File: config.mk
export PLATFORM = sky130hd
export DESIGN_NAME = usb_sample_player
export DESIGN_NICKNAME = d
export VERILOG_FILES = /design/src/rtl/usb_sample_player.sv
export SDC_FILE = /design/constraint.sdc
export NUM_CORES = 2
export LEC_CHECK = 0
export ABC_AREA = 0
export CORE_ASPECT_RATIO = 1.4
export CORE_MARGIN = 3
export CORE_UTILIZATION = 62
export DETAILED_ROUTE_END_ITERATION = 10
export PLACE_DENSITY_LB_ADDON = 0.08
export SKIP_LAST_GASP = 1
export SYNTH_ARGS = -nofsm -noshare
export SYNTH_HDL_FRONTEND = slang
export SYNTH_SLANG_ARGS = --single-unit
File: constraint.sdc
create_clock -name clk -period 5.1 [get_ports clk]
set_input_delay 0.51 -clock clk [delete_from_list [all_inputs] [get_ports clk]]
set_output_delay 0.51 -clock clk [all_outputs]
set_load 0.05 [all_outputs]
File: src/rtl/usb_sample_player.sv
// USB sample player: FWFT word FIFO feeding a byte unpacker that emits signed
// 8-bit samples at a programmable rate, with underrun/overflow statistics.
module usb_sample_player #(
    parameter int DEPTH_LOG2  = 6,
    parameter int PRIME_WORDS = 4,
    parameter int DIV_WIDTH   = 16
) (
    input  logic                  clk,
    input  logic                  reset,
    input  logic                  enable,
    input  logic [DIV_WIDTH-1:0]  rate_div,
    input  logic                  underrun_mode,
    input  logic                  clear_stats,
    input  logic [31:0]           usb_rd_data,
    input  logic                  usb_rd_data_valid,
    output logic                  usb_rd_full,
    output logic [7:0]            sample_out,
    output logic                  sample_valid,
    output logic [DEPTH_LOG2:0]   level,
    output logic [31:0]           underrun_count,
    output logic                  overflow,
    output logic [1:0]            state_dbg
);

    localparam int DEPTH = 2 ** DEPTH_LOG2;
    localparam logic [DEPTH_LOG2:0] FULL_LEVEL  = (DEPTH_LOG2 + 1)'(DEPTH);
    localparam logic [DEPTH_LOG2:0] PRIME_LEVEL = (DEPTH_LOG2 + 1)'(PRIME_WORDS);

    typedef enum logic [1:0] {
        IDLE    = 2'd0,
        PRIME   = 2'd1,
        PLAY    = 2'd2,
        STARVED = 2'd3
    } state_t;

    state_t                 state_q, state_d;
    logic [DIV_WIDTH-1:0]   count_q, count_d;
    logic [1:0]             byte_idx_q, byte_idx_d;
    logic [31:0]            hold_q, hold_d;
    logic [7:0]             sample_q, sample_d;
    logic                   valid_q, valid_d;
    logic [DEPTH_LOG2-1:0]  wr_ptr_q, wr_ptr_d;
    logic [DEPTH_LOG2-1:0]  rd_ptr_q, rd_ptr_d;
    logic [DEPTH_LOG2:0]    level_q, level_d;
    logic                   full_q, full_d;
    logic [31:0]            underrun_count_q, underrun_count_d;
    logic                   overflow_q, overflow_d;

    logic [31:0] mem_q [DEPTH];
    logic [31:0] head;
    logic        wr_en;
    logic        pop;
    logic        ur_inc;
    logic        fifo_empty;

    assign head       = mem_q[rd_ptr_q];
    assign fifo_empty = (level_q == '0);
    // Acceptance uses the registered full flag, so a same-cycle pop never rescues a write.
    assign wr_en      = usb_rd_data_valid && !full_q;

    always_comb begin
        state_d    = state_q;
        count_d    = count_q;
        byte_idx_d = byte_idx_q;
        hold_d     = hold_q;
        sample_d   = sample_q;
        valid_d    = 1'b0;
        pop        = 1'b0;
        ur_inc     = 1'b0;
        if (!enable) begin
            state_d    = IDLE;
            count_d    = '0;
            byte_idx_d = 2'd0;
            sample_d   = 8'd0;
        end else begin
            case (state_q)
                IDLE: begin
                    state_d    = PRIME;
                    count_d    = '0;
                    byte_idx_d = 2'd0;
                    sample_d   = 8'd0;
                end
                PRIME: begin
                    if (level_q >= PRIME_LEVEL) state_d = PLAY;
                end
                PLAY: begin
                    if (count_q == '0) begin
                        count_d = rate_div;
                        valid_d = 1'b1;
                        if (byte_idx_q == 2'd0) begin
                            if (!fifo_empty) begin
                                pop        = 1'b1;
                                hold_d     = head;
                                sample_d   = head[7:0];
                                byte_idx_d = 2'd1;
                            end else begin
                                sample_d = underrun_mode ? sample_q : 8'd0;
                                ur_inc   = 1'b1;
                                count_d  = '0;
                                state_d  = STARVED;
                            end
                        end else begin
                            sample_d   = hold_q[{byte_idx_q, 3'b000} +: 8];
                            byte_idx_d = byte_idx_q + 2'd1;
                        end
                    end else begin
                        count_d = count_q - DIV_WIDTH'(1);
                    end
                end
                STARVED: begin
                    count_d = '0;
                    if (level_q >= PRIME_LEVEL) state_d = PLAY;
                end
                default: state_d = IDLE;
            endcase
        end
    end

    always_comb begin
        wr_ptr_d = wr_en ? wr_ptr_q + DEPTH_LOG2'(1) : wr_ptr_q;
        rd_ptr_d = pop ? rd_ptr_q + DEPTH_LOG2'(1) : rd_ptr_q;
        case ({wr_en, pop})
            2'b10:   level_d = level_q + (DEPTH_LOG2 + 1)'(1);
            2'b01:   level_d = level_q - (DEPTH_LOG2 + 1)'(1);
            default: level_d = level_q;
        endcase
        full_d = (level_d == FULL_LEVEL);

        underrun_count_d = underrun_count_q;
        if (clear_stats) begin
            underrun_count_d = '0;
        end else if (ur_inc && (underrun_count_q != 32'hFFFF_FFFF)) begin
            underrun_count_d = underrun_count_q + 32'd1;
        end
        overflow_d = clear_stats ? 1'b0 : (overflow_q | (usb_rd_data_valid & full_q));
    end

    always_ff @(posedge clk or posedge reset) begin
        if (reset) begin
            state_q          <= IDLE;
            count_q          <= '0;
            byte_idx_q       <= 2'd0;
            hold_q           <= '0;
            sample_q         <= '0;
            valid_q          <= 1'b0;
            wr_ptr_q         <= '0;
            rd_ptr_q         <= '0;
            level_q          <= '0;
            full_q           <= 1'b0;
            underrun_count_q <= '0;
            overflow_q       <= 1'b0;
        end else begin
            state_q          <= state_d;
            count_q          <= count_d;
            byte_idx_q       <= byte_idx_d;
            hold_q           <= hold_d;
            sample_q         <= sample_d;
            valid_q          <= valid_d;
            wr_ptr_q         <= wr_ptr_d;
            rd_ptr_q         <= rd_ptr_d;
            level_q          <= level_d;
            full_q           <= full_d;
            underrun_count_q <= underrun_count_d;
            overflow_q       <= overflow_d;
        end
    end

    // Storage needs no reset: emptiness is defined entirely by the pointers and level.
    always_ff @(posedge clk) begin
        if (wr_en) mem_q[wr_ptr_q] <= usb_rd_data;
    end

    assign usb_rd_full    = full_q;
    assign sample_out     = sample_q;
    assign sample_valid   = valid_q;
    assign level          = level_q;
    assign underrun_count = underrun_count_q;
    assign overflow       = overflow_q;
    assign state_dbg      = state_q;

endmodule

==> results.md <==
* Num CTS Buffers at 190
* Final Core Density at 0.704
* Power density cells at roughly 500 mW/mm^2
* Post-synthesis cell area at about 0.084 sq mm
* Clock Tree Buf Depth at 3
* Kind of critical path: reg -> reg
* Worst path arrival time at just over 5 ns
* Switching share of total power at 0.301
* Slew Limit Fails at 0
* Row Count at between 150 and 200
* Via density at 6.76
* Initial Util at 0.626
* Crit path max fanout at 10
* Async S/R FF share, synth at 0.0527
* CTS tree: yes
* Reg power frac at 0.441
* # port buffers at approximately 110
* GPL Wtd Cong at ~0.87
* Hpwl dp at about 130,000 microns
* Synth Area in Simple Gates at 0.0319
* Synth area leaders: edfxtp_1, mux4_2, mux2i_1
* GRT Total Usage at 0.312
* H-tree Lvls at 4
* Skew final at roughly 0.026 ns
* Final wirelength at between 200,000 and 250,000 microns
* Syn_nets at roughly 4,300
* Nets@finish at ~4,600
* Slew HR at 0.107
* Max cap viols at 0
* # setup viols final at 0
* # fillers at between 8,000 and 9,000
* Hold/Removal Path Class: in -> async
* Synth Area in Adders at 0.00232
* Most common cell in the netlist: edfxtp_1
* Min Clock Period, post-route at ~4.4 ns
* Sequential element share of the synthesized area at 0.765
* Final hold violations at 0
* Setup_tns at 0 ns
* Design Power at around 0.047 W
* Post-synthesis mux area share at 0.142
* Internal power at ~0.033 W
* Io pins at approximately 110
* Max frequency at approximately 0.23 GHz
* Post-synth top cells: edfxtp_1, mux4_2, mux2i_1
* Final period utilization at 0.867
* Worst r2r path cells at 14
* CTS Hold Buffers Added at 0
* Drt first pass iters at 6
* Die Y-Extent at approximately 440 microns
* Largest net degree at the start of global routing at 108
* Outcome: finished clean
* Clock power share at 0.301
* Worst-path clk slew at around 0.070 ns
* Vias in the first global route at ~44,000
* Antenna violations before repair at 4
* Top_reg_cell synth: edfxtp_1
* Post-synth top area cell: edfxtp_1
* Xor and xnor area share after synthesis at 0.00427
* Synth-to-Final Area Change at 12.5%
* CTS Sinks at about 2,200
* Compound-cell area share of the yosys netlist at 0.0421
* Residual DRC at 0
* Synth warn at 0
* Synth Instances at ~4,200
* Count of cell types in the netlist at 68
* P_leak at a little over 30 nW
* Total gr overflow at 0
* Largest family of logic cells by synthesized area: multiplexers
* Sw Pwr at about 0.014 W
* Drt wl/cell at around 33 microns
* Yosys reg bits at between 2,000 and 2,500
* Worst Path Required at 5.80 ns
* Avg Inst Size Synth at a little under 20 sq um
* RSZ-0062 raised after global routing: false
* Vias at 43,545
* Layout cells sized above 1 at 0.216
* Core box area at approximately 0.13 sq mm
* Slew @ Worst Pin at between 1 and 1.5 ns
* Top cell type's share of synthesized area at 0.731
* Clock root cell: clkbuf_16
* Area of the die at ~0.14 sq mm
* Type of origin of the critical path: register
* Starting DRT DRC Count at about 5,500
* Number of flops mapped to enable cells by yosys at 2,048
* Combinational cell fraction of total power at 0.258
* Clk Latency, worst-skew pair at 0.83 ns
* First-pass GRT wire length at 311,000 microns
* VDD IR max at 0.000357 V
* Post-route ant nets at 0
* Die Wd at between 300 and 400 microns
* Post-CTS resize count at 0
* Setup bufs post-CTS at 0
* Worst setup EP type: register
[placed cells by master (no fill, tap or decap), types with 17 or more instances in the layout]
cell                n
edfxtp_1         2048
clkinv_2           40
o221ai_1           18
and2_1             17
clkdlybuf4s50_1    73
nand4_1            26
clkbuf_1           41
a31oi_1            25
a211oi_1           38
nand3_1            37
xnor2_1            17
clkbuf_16         197
and3_1             17
dfrtp_1           108
nor2b_1            25
buf_4             191
buf_2              32
a22o_1             21
nor2_4             65
nor2_1             74
a21oi_1            36
o21ai_0            75
nand2_1           206
bufinv_16          19
mux2i_1           302
a22oi_1           133
mux4_2            388
xor2_1             24
clkinv_1           39
o22ai_1            71
[metal layers]
metal	track usage	routed length (microns)	up-vias
met3	0.0452	16900	470
li1	-	-	18042
met1	0.415	76700	22808
met5	0	13	-
met2	0.511	108000	2223
met4	0.158	12500	2
[path summary, 6_finish.rpt]
check	startpoint	endpoint	slack (ns)
min in group clk	rate_div[10]	count_q[10]	0.26
max reg2reg	state_dbg[0]	usb_rd_full	0.68
max	state_dbg[0]	usb_rd_full	0.68
max in group asynchronous	reset	rd_ptr_q[2]	3.73
min reg2reg	hold_q[2]	hold_q[2]	0.49
min	reset	underrun_count[7]	0.18
[registers in the layout, indices dropped and copies added (netlist names), 2 cells and up]
name            flops
mem_q            2048
hold_q             32
underrun_count     32
count_q            16
sample_out          8
level               7
rd_ptr_q            6
wr_ptr_q            6
byte_idx_q          2
state_dbg           2
[critical path: stages, from the launching register on]
cell	delay (ns)
dfrtp_1	0.42
inv_1	0.21
ha_1	0.36
nand2_1	0.21
nor3_1	0.33
nand3_1	0.20
clkinv_1	0.26
ha_1	0.42
ha_1	0.34
a21o_1	0.19
a21oi_1	0.26
xnor2_1	0.17
o21ai_0	0.12
or4_1	0.55
nor4b_1	0.25
[power groups by stage]
| stage | Clock [W] | Combinational (W) | Sequential, W |
|---|---|---|---|
| final | 0.0143 | 0.0122 | 0.0209 |
| after floorplan | 0 | 0.00793 | 0.0211 |
| after detailed placement | 0 | 0.0122 | 0.0213 |
| after CTS | 0.0144 | 0.0123 | 0.0209 |
| after global placement | 0 | 0.0121 | 0.0212 |
| after global routing | 0.0151 | 0.0129 | 0.0210 |
[per-stage QoR]
stage / setup WS (ns) / hold WS [ns] / cells / cell area [sq um]
after floorplan: 1.04 / 0.443 / 4238 / 84100
after global placement: 0.734 / 0.459 / 6091 / 88500
after detailed placement: 0.629 / 0.466 / 6091 / 88500
after CTS: 0.684 / 0.188 / 6441 / 94600
after global routing: 0.224 / 0.240 / 6441 / 94600
final: 0.679 / 0.179 / 6443 / 94600
[kinds of logic after synthesis]
| group | Yosys count |
|---|---|
| xor+xnor | 41 |
| mux | 706 |
| fa+ha+maj | 15 |
| simple gates | 558 |
| buf+inv | 248 |
| flops | 2162 |
| compound gates | 508 |
[layout make-up]
type,instances,area (sq um),share of cell area
Clock inverter,111,1030,0.0109
Sequential cell,2162,64400,0.680
Timing Repair Buffer,311,2630,0.0277
Antenna cell,2,5.00,0.0000529
Inverter,19,73.8,0.000780
Clock buffer,239,5100,0.0539
Tap cell,1771,2220,0.0234
Multi-Input combinational cell,1828,19200,0.203
Power figures use the tool's default switching activity.
